`config.mk`:
```
export PLATFORM = sky130hd
export DESIGN_NAME = mist1032sa_arbiter_response_router
export DESIGN_NICKNAME = d
export VERILOG_FILES = /design/src/rtl/mist1032sa_arbiter_response_router_pkg.sv /design/src/rtl/mist1032sa_arbiter_tag_fifo.sv /design/src/rtl/mist1032sa_arbiter_response_router.sv
export SDC_FILE = /design/constraint.sdc
export NUM_CORES = 1
export LEC_CHECK = 0
export ABC_CLOCK_PERIOD_IN_PS = 2500
export CAP_MARGIN = 0
export CORE_ASPECT_RATIO = 0.7
export CORE_MARGIN = 5
export CORE_UTILIZATION = 33
export DETAILED_ROUTE_END_ITERATION = 6
export PLACE_DENSITY_LB_ADDON = 0.25
export REMOVE_ABC_BUFFERS = 1
export SLEW_MARGIN = 30
export SYNTH_ARGS = -nofsm -noshare
export SYNTH_HDL_FRONTEND = slang
export SYNTH_SLANG_ARGS = --single-unit
```
`constraint.sdc`:
```
create_clock -name iCLOCK -period 2.5 [get_ports iCLOCK]
set_input_delay 0.5 -clock iCLOCK [delete_from_list [all_inputs] [get_ports iCLOCK]]
set_output_delay 0.5 -clock iCLOCK [all_outputs]
set_load 0.02 [all_outputs]
```
`src/rtl/mist1032sa_arbiter_response_router_pkg.sv`:
```
// Shared types for the MIST1032SA memory-bus arbiters: master ID encoding and
// the outstanding-request tag record. Wider arbiters reuse these.
package mist1032sa_arbiter_response_router_pkg;

    typedef enum logic {
        MASTER_M0 = 1'b0,
        MASTER_M1 = 1'b1
    } master_id_t;

    // One outstanding request: valid=0 marks a flushed entry whose response is dropped.
    typedef struct packed {
        logic       valid;
        master_id_t id;
    } tag_t;

    function automatic master_id_t other_master(input master_id_t id);
        return (id == MASTER_M0) ? MASTER_M1 : MASTER_M0;
    endfunction

endpackage

```
`src/rtl/mist1032sa_arbiter_tag_fifo.sv`:
```
// In-order tag FIFO recording which master owns each outstanding bus request.
// flash clears every valid bit but keeps the pointers, so flushed responses still pop.
module mist1032sa_arbiter_tag_fifo
    import mist1032sa_arbiter_response_router_pkg::*;
#(
    parameter int D  = 8,
    parameter int DN = 3
)(
    input  logic       iCLOCK,
    input  logic       inRESET,
    input  logic       flash,
    input  logic       push,
    input  master_id_t push_id,
    input  logic       pop,
    output tag_t       head,
    output logic       full,
    output logic       empty
);

    logic [DN:0]  wr_ptr;
    logic [DN:0]  rd_ptr;
    logic [DN:0]  count;
    logic [D-1:0] valid_q;
    master_id_t   id_q [D];

    // One extra pointer bit distinguishes full from empty; count never exceeds D.
    assign count = wr_ptr - rd_ptr;
    assign full  = count[DN];
    assign empty = (count == '0);

    assign head.valid = valid_q[rd_ptr[DN-1:0]];
    assign head.id    = id_q[rd_ptr[DN-1:0]];

    always_ff @(posedge iCLOCK or negedge inRESET) begin
        // NOTE: non-blocking assignments so every flop samples pre-edge values.
        if (!inRESET) begin
            wr_ptr  <= '0;
            rd_ptr  <= '0;
            valid_q <= '0;
        end else begin
            if (push) wr_ptr <= wr_ptr + (DN+1)'(1);
            if (pop)  rd_ptr <= rd_ptr + (DN+1)'(1);
            if (flash)     valid_q <= '0;
            else if (push) valid_q[wr_ptr[DN-1:0]] <= 1'b1;
        end
    end

    // NOTE: the id array is left unreset; an id is only read behind a valid bit that is reset.
    always_ff @(posedge iCLOCK) begin
        if (push) id_q[wr_ptr[DN-1:0]] <= push_id;
    end

endmodule

```
`src/rtl/mist1032sa_arbiter_response_router.sv`:
```
// Two-master round-robin request arbiter for the shared memory bus, steering each
// in-order response back to the master that issued the request.
module mist1032sa_arbiter_response_router
    import mist1032sa_arbiter_response_router_pkg::*;
#(
    parameter int D  = 8,
    parameter int DN = 3,
    parameter int AW = 32,
    parameter int DW = 32
)(
    input  logic          iCLOCK,
    input  logic          inRESET,
    input  logic          iFLASH,
    input  logic          iM0_REQ,
    output logic          oM0_BUSY,
    input  logic          iM0_RW,
    input  logic [AW-1:0] iM0_ADDR,
    input  logic [DW-1:0] iM0_DATA,
    output logic          oM0_VALID,
    output logic [DW-1:0] oM0_DATA,
    input  logic          iM1_REQ,
    output logic          oM1_BUSY,
    input  logic          iM1_RW,
    input  logic [AW-1:0] iM1_ADDR,
    input  logic [DW-1:0] iM1_DATA,
    output logic          oM1_VALID,
    output logic [DW-1:0] oM1_DATA,
    output logic          oMEM_REQ,
    input  logic          iMEM_BUSY,
    output logic          oMEM_RW,
    output logic [AW-1:0] oMEM_ADDR,
    output logic [DW-1:0] oMEM_DATA,
    input  logic          iMEM_VALID,
    input  logic [DW-1:0] iMEM_DATA
);

    master_id_t last_grant;
    master_id_t granted;
    logic       tag_full;
    logic       tag_empty;
    logic       accepted;
    logic       pop;
    logic       deliver;
    tag_t       head;

    always_comb begin
        // NOTE: default first so every path assigns granted and no latch is inferred.
        granted = MASTER_M0;
        if (iM0_REQ && iM1_REQ) granted = other_master(last_grant);
        else if (iM1_REQ)       granted = MASTER_M1;
    end

    assign oMEM_REQ  = (iM0_REQ || iM1_REQ) && !tag_full && !iFLASH;
    assign oMEM_RW   = (granted == MASTER_M1) ? iM1_RW   : iM0_RW;
    assign oMEM_ADDR = (granted == MASTER_M1) ? iM1_ADDR : iM0_ADDR;
    assign oMEM_DATA = (granted == MASTER_M1) ? iM1_DATA : iM0_DATA;

    assign accepted = oMEM_REQ && !iMEM_BUSY;
    assign oM0_BUSY = iM0_REQ && !(accepted && granted == MASTER_M0);
    assign oM1_BUSY = iM1_REQ && !(accepted && granted == MASTER_M1);

    // A response arriving with no outstanding tag is stray and leaves the FIFO alone.
    assign pop     = iMEM_VALID && !tag_empty;
    assign deliver = pop && head.valid && !iFLASH;

    mist1032sa_arbiter_tag_fifo #(
        .D  (D),
        .DN (DN)
    ) u_tag_fifo (
        .iCLOCK  (iCLOCK),
        .inRESET (inRESET),
        .flash   (iFLASH),
        .push    (accepted),
        .push_id (granted),
        .pop     (pop),
        .head    (head),
        .full    (tag_full),
        .empty   (tag_empty)
    );

    // Reset to M1 so M0 wins the first tie.
    always_ff @(posedge iCLOCK or negedge inRESET) begin
        if (!inRESET)      last_grant <= MASTER_M1;
        else if (accepted) last_grant <= granted;
    end

    always_ff @(posedge iCLOCK or negedge inRESET) begin
        if (!inRESET) begin
            oM0_VALID <= 1'b0;
            oM1_VALID <= 1'b0;
            oM0_DATA  <= '0;
            oM1_DATA  <= '0;
        end else begin
            oM0_VALID <= deliver && (head.id == MASTER_M0);
            oM1_VALID <= deliver && (head.id == MASTER_M1);
            if (deliver && head.id == MASTER_M0) oM0_DATA <= iMEM_DATA;
            if (deliver && head.id == MASTER_M1) oM1_DATA <= iMEM_DATA;
        end
    end

endmodule

```
; Yosys cells after proc, flatten, opt, wreduce, memory -nomap -nowiden
; Memories as Yosys holds them, arrays and structs flattened.
; Index checks and enable logic that the tools add are counted.
[word_totals]
ram_bits = 8
reg_bits = 83
out_inout_bits = 134
n_memories = 1
word_cells = 55
inputBits = 169
[memory_table]
columns = name, words, word_bits, read_ports, rd_clocked_by_memory_dff, write_ports, line_no
row1 = u_tag_fifo.id_q, 8, 1, 1, 0, 1, mist1032sa_arbiter_tag_fifo.sv:24  ; master_id_t id_q [D];
[op_classes]
n_mux = 14
addsub = 3
n_reduce_logical = 23
bitwise_logic = 3
n_lt_le_gt_ge = 3
[ops]
columns = op, n
row1 = $mux 32, 2
row2 = $mux 8, 2
row3 = $logic_and 1x1->1, 14
row4 = $add 4x1->4 const B, 2
row5 = $lt 3x4->1 const B, 2
row6 = $mux 1, 8
row7 = $or 8x8->8, 1
row8 = $logic_not 1->1, 6
row9 = $logic_not 4->1, 1
row10 = $sub 4x4->4, 1
row11 = $bmux 1 s3, 1
row12 = $demux 1 s3, 1
row13 = $ge 3x1->1 const B, 1
row14 = $not 1->1, 2
row15 = $reduce_bool 2->1, 1
row16 = $logic_or 1x1->1, 1

; Depth between registers and ports, before layout
[depth]
depth_word = 8
mapped_depth = 10
mapped_depth_nobuf = 9

; Modules after synthesis
; Synthesis repeated with hierarchy kept, for this count alone.
[unflattened]
cells_unflattened = 319
hier_area_um2 = 4694.5
[by_module_without_submodules]
columns = mod, area_per_inst_um2, n_inst, seq_area_each_um2, cells_each
row1 = mist1032sa_arbiter_response_router, 3499.6, 1, 1677.9, 224
row2 = mist1032sa_arbiter_tag_fifo, 1194.9, 1, 640.6, 95

; Least setup slack after synthesis
; Ideal clock, no wire load.
[synth_path]
path_type = flip-flop to output port
startpoint = register u_tag_fifo.rd_ptr[2]
endpoint = output oM1_BUSY
setup_slack_ps = -25
stages_incl_launch_ff = 7
required_ps = 2000
arrival_time_ps = 2025
path_buffers = 0
path_cell_list = dfrtp_1 inv_1 ha_1 a21oi_1 a21boi_1 nor4b_2 a21boi_0
[synth_between]
elab_chain_cells = 8
[synth_lines]
columns = element, line_no
row1 = "start, declared", mist1032sa_arbiter_tag_fifo.sv:21  ; logic [DN:0] rd_ptr;
row2 = "start signal, assigned", mist1032sa_arbiter_tag_fifo.sv:42  ; if (pop) rd_ptr <= rd_ptr + (DN+1)'(1);
row3 = $sub 4x4->4, mist1032sa_arbiter_tag_fifo.sv:27  ; assign count = wr_ptr - rd_ptr;
row4 = $logic_not 1->1, mist1032sa_arbiter_response_router.sv:53  ; assign oMEM_REQ = (iM0_REQ || iM1_REQ) && !tag_full && !iFLASH;
row5 = $logic_and 1x1->1 (2 in series), mist1032sa_arbiter_response_router.sv:53
row6 = $logic_and 1x1->1, mist1032sa_arbiter_response_router.sv:58  ; assign accepted = oMEM_REQ && !iMEM_BUSY;
row7 = $logic_and 1x1->1, mist1032sa_arbiter_response_router.sv:60  ; assign oM1_BUSY = iM1_REQ && !(accepted && granted == MASTER_M1);
row8 = $logic_not 1->1, mist1032sa_arbiter_response_router.sv:60
row9 = $logic_and 1x1->1, mist1032sa_arbiter_response_router.sv:60
row10 = "end, declared", mist1032sa_arbiter_response_router.sv:22  ; output logic oM1_BUSY,
; No other way between the ends.

; Final worst setup path
[layout_path]
startpoint = register u_tag_fifo.rd_ptr[2]
endpoint = output oM0_BUSY
[layout_between]
elab_chain_cells = 8
[layout_lines]
columns = element, line_no
row1 = $sub 4x4->4, mist1032sa_arbiter_tag_fifo.sv:27
row2 = $logic_not 1->1, mist1032sa_arbiter_response_router.sv:53
row3 = $logic_and 1x1->1 (2 in series), mist1032sa_arbiter_response_router.sv:53
row4 = $logic_and 1x1->1, mist1032sa_arbiter_response_router.sv:58
row5 = $logic_and 1x1->1, mist1032sa_arbiter_response_router.sv:59  ; assign oM0_BUSY = iM0_REQ && !(accepted && granted == MASTER_M0);
row6 = $logic_not 1->1, mist1032sa_arbiter_response_router.sv:59
row7 = $logic_and 1x1->1, mist1032sa_arbiter_response_router.sv:59
row8 = "end, declared", mist1032sa_arbiter_response_router.sv:15  ; output logic oM0_BUSY,
; No other way between the ends.

==> summary.txt <==
Run status
  – Outcome: complete, but fails checks
  – Failing checks: setup timing

Layout
  – Fin util: 66.3%
  – Most frequent cells in the layout: clkdlybuf4s50_1, mux2_2, dfrtp_1, mux2_4, buf_4
  – Area Growth Syn to Fin: 94.6%
  – Proportion of layout cells with a drive suffix above 1: 44.1%
  – N_diodes: 0
  – Final Instance Area: 8800 um2
  – Fillers: 1010
  – Nets: 845
  – Commonest non-fill, non-tap cell in the layout: clkdlybuf4s50_1

Timing
  – Setup WS post-layout: -0.0410 ns
  – Normalized max-slew margin: 68.9%
  – Max Transition Viols Final: 0
  – Worst Skew: 0.00757 ns
  – Fmax: 0.394 GHz
  – Worst-Margin Slew: 0.467 ns
  – Setup TNS: -0.658 ns
  – Final Hold Vio Count: 0
  – Min cycle time layout: 2.54 ns
  – Final Cycle Share: 102%
  – # setup viols final: 31
  – RSZ-0062 raised after global routing: true

Min path
  – Worst hold path class: in2async

Synth
  – Synth warn: 0
  – Asr flop ratio synth: 91.2%
  – Post-synthesis sequential area ratio: 51.3%
  – Register bit total from synthesis: 91
  – Number of flops mapped to enable cells by yosys: 8
  – Gate Count Post-Synth: 317
  – Mapped Area: 4520 um2
  – Unique masters post-synth: 42
  – Most used flip-flop cell after synthesis: dfrtp_1
  – Avg Inst Size Synth: 14.3 um2

Drt
  – DRT Pass-1 Iters: 4
  – Drt drc: 0
  – Wire per inst: 20.4 um
  – Final WL: 17.6 mm
  – Routed via count: 4031
  – Post-route antenna net violation count: 0
  – Initial DRC count: 199
  – Vias per cell: 4.69

Floorplanning
  – Chip height: 108 um
  – Initial Util: 34.1%
  – Standard-cell row count: 35
  – Chip width: 150 um
  – Core area: 13300 um2
  – Ports: 303
  – Die area: 16200 um2

Placement
  – GPL Wtd Cong: 0.882
  – DP HPWL: 13.0 mm
  – Port Buf Inserts: 302
  – Pre-CTS WS: -0.471 ns
  – DP Area: 7960 um2

Clocking
  – CTS tree: built
  – CTS Root Cell: clkbuf_16
  – H-tree depth: 3
  – Hold-fix buffers, CTS: 0
  – Cts bufs inserted: 9
  – Clk sinks: 91
  – Clk buf depth: 2
  – Worst-skew pair later-pin latency: 0.34 ns
  – CTS clock-pin slew for the worst setup and hold paths: 0.06 ns

Power and ir drop
  – PwrDens: 1060 nW/um2
  – VDD IR max: 0.000508 V
  – LEAKAGE: 3.77 nW
  – Total power: 9.30 mW

Run
  – Max Cap Violations: 0

Worst setup path
  – Worst setup path category: reg2out
  – CP endpoint kind: primary output
  – Critical Path RT: 2.00 ns
  – Critical Path AT: 2.04 ns
  – Max FO, Critical Path: 3
  – Critical path startpoint category: flop

Global route
  – Initial antenna violation count: 0
  – GRT overflow: 0
  – GRT Total Usage: 19.8%
  – Largest net degree at the start of global routing: 49
  – Vias in the first global route: 4435
  – First-pass GRT wire length: 24.6 mm
## cells by family after synthesis
logic type,Yosys count,synth area share [%]
multiplexers,137,34.9
flip-flops,91,51.3
AO/OA/AOI/OAI,17,3.27
AND/OR/NAND/NOR,33,4.29
XOR/XNOR,8,1.55
buffers and inverters,25,2.85
adder cells (fa/ha/maj),6,1.83
## per-layer routing
layer | track usage [%] | up-vias | share of wire (%)
met5 | 0 | - | 0
li1 | - | 1862 | -
met2 | 34.9 | 151 | 51
met3 | 6.10 | 10 | 6.7
met4 | 3.85 | 0 | 0.62
met1 | 24.1 | 2008 | 42
## through the flow
stage	hold slack, ns	std cells
after floorplan	0.204	300
after global placement	0.458	818
after detailed placement	0.463	818
after CTS	0.123	848
after global routing	0.146	860
final	0.105	860
## critical path: stages, from the launching register on
cell and delay (ns):
dfrtp_1 0.37, inv_2 0.06, ha_4 0.29, nand3b_1 0.13
buf_4 0.18, a21oi_4 0.14, nor2_2 0.06, o41a_1 0.32
buf_6 0.14
## final timing paths
path / startpoint / to / slack, ns / cells after the start
max in group asynchronous: inRESET / last_grant / 1.70 / 2
worst max register to register: u_tag_fifo.rd_ptr[2] / oM0_DATA[14] / -0.03 / 12
worst min-delay path: inRESET / oM0_DATA[29] / 0.10 / 1
worst max-delay path: u_tag_fifo.rd_ptr[2] / oM0_BUSY / -0.04 / 8
min in group iCLOCK: u_tag_fifo.valid_q[6] / u_tag_fifo.valid_q[6] / 0.47 / 1
worst min register to register: u_tag_fifo.valid_q[6] / u_tag_fifo.valid_q[6] / 0.47 / 1
## cells in the mapped netlist, drive strengths merged, types with 3 or more instances
master | count | area (um2)
nand2 | 7 | 26.3
mux2 | 133 | 1500
o2bb2ai | 3 | 26.3
mux4 | 3 | 71.3
xnor2 | 5 | 43.8
buf | 11 | 76.3
dfrtp | 82 | 2050
inv | 8 | 30.0
ha | 5 | 62.6
xor2 | 3 | 26.3
a21o | 3 | 22.5
clkbuf | 6 | 22.5
nor3 | 4 | 31.3
nor2 | 11 | 41.3
edfxtp | 8 | 240
## cell type report
class	instances	area, um2	share of cell area, %
inverter	8	30.0	0.341
tap	185	231	2.63
clock inverter	5	60.1	0.683
sequential	91	2320	26.4
timing repair buffer	359	3590	40.8
multi-input combinational	201	2320	26.3
clock buffer	11	253	2.87
## power by group
part | total, mW | switching, mW | leakage (nW) | internal (mW)
sequential | 2.49 | 0.367 | 1.10 | 2.12
combinational | 5.42 | 2.40 | 2.52 | 3.02
clock | 1.39 | 0.562 | 0.152 | 0.832
## timing repair
item                                    4_1_cts  5_1_grt
buffers inserted                             10        6
endpoints found under the setup margin      112      125
gates resized for setup                     306       60
pin swaps                                     5        7
cloned                                        4        6
## sequential cells by signal, summed over array words and instances (netlist names)
| signal | cells |
|---|---|
| oM0_VALID | 1 |
| u_tag_fifo.id_q | 8 |
| u_tag_fifo.wr_ptr | 4 |
| oM0_DATA | 32 |
| u_tag_fifo.rd_ptr | 4 |
| oM1_VALID | 1 |
| last_grant | 1 |
| u_tag_fifo.valid_q | 8 |
| oM1_DATA | 32 |
Power figures use the tool's default switching activity.
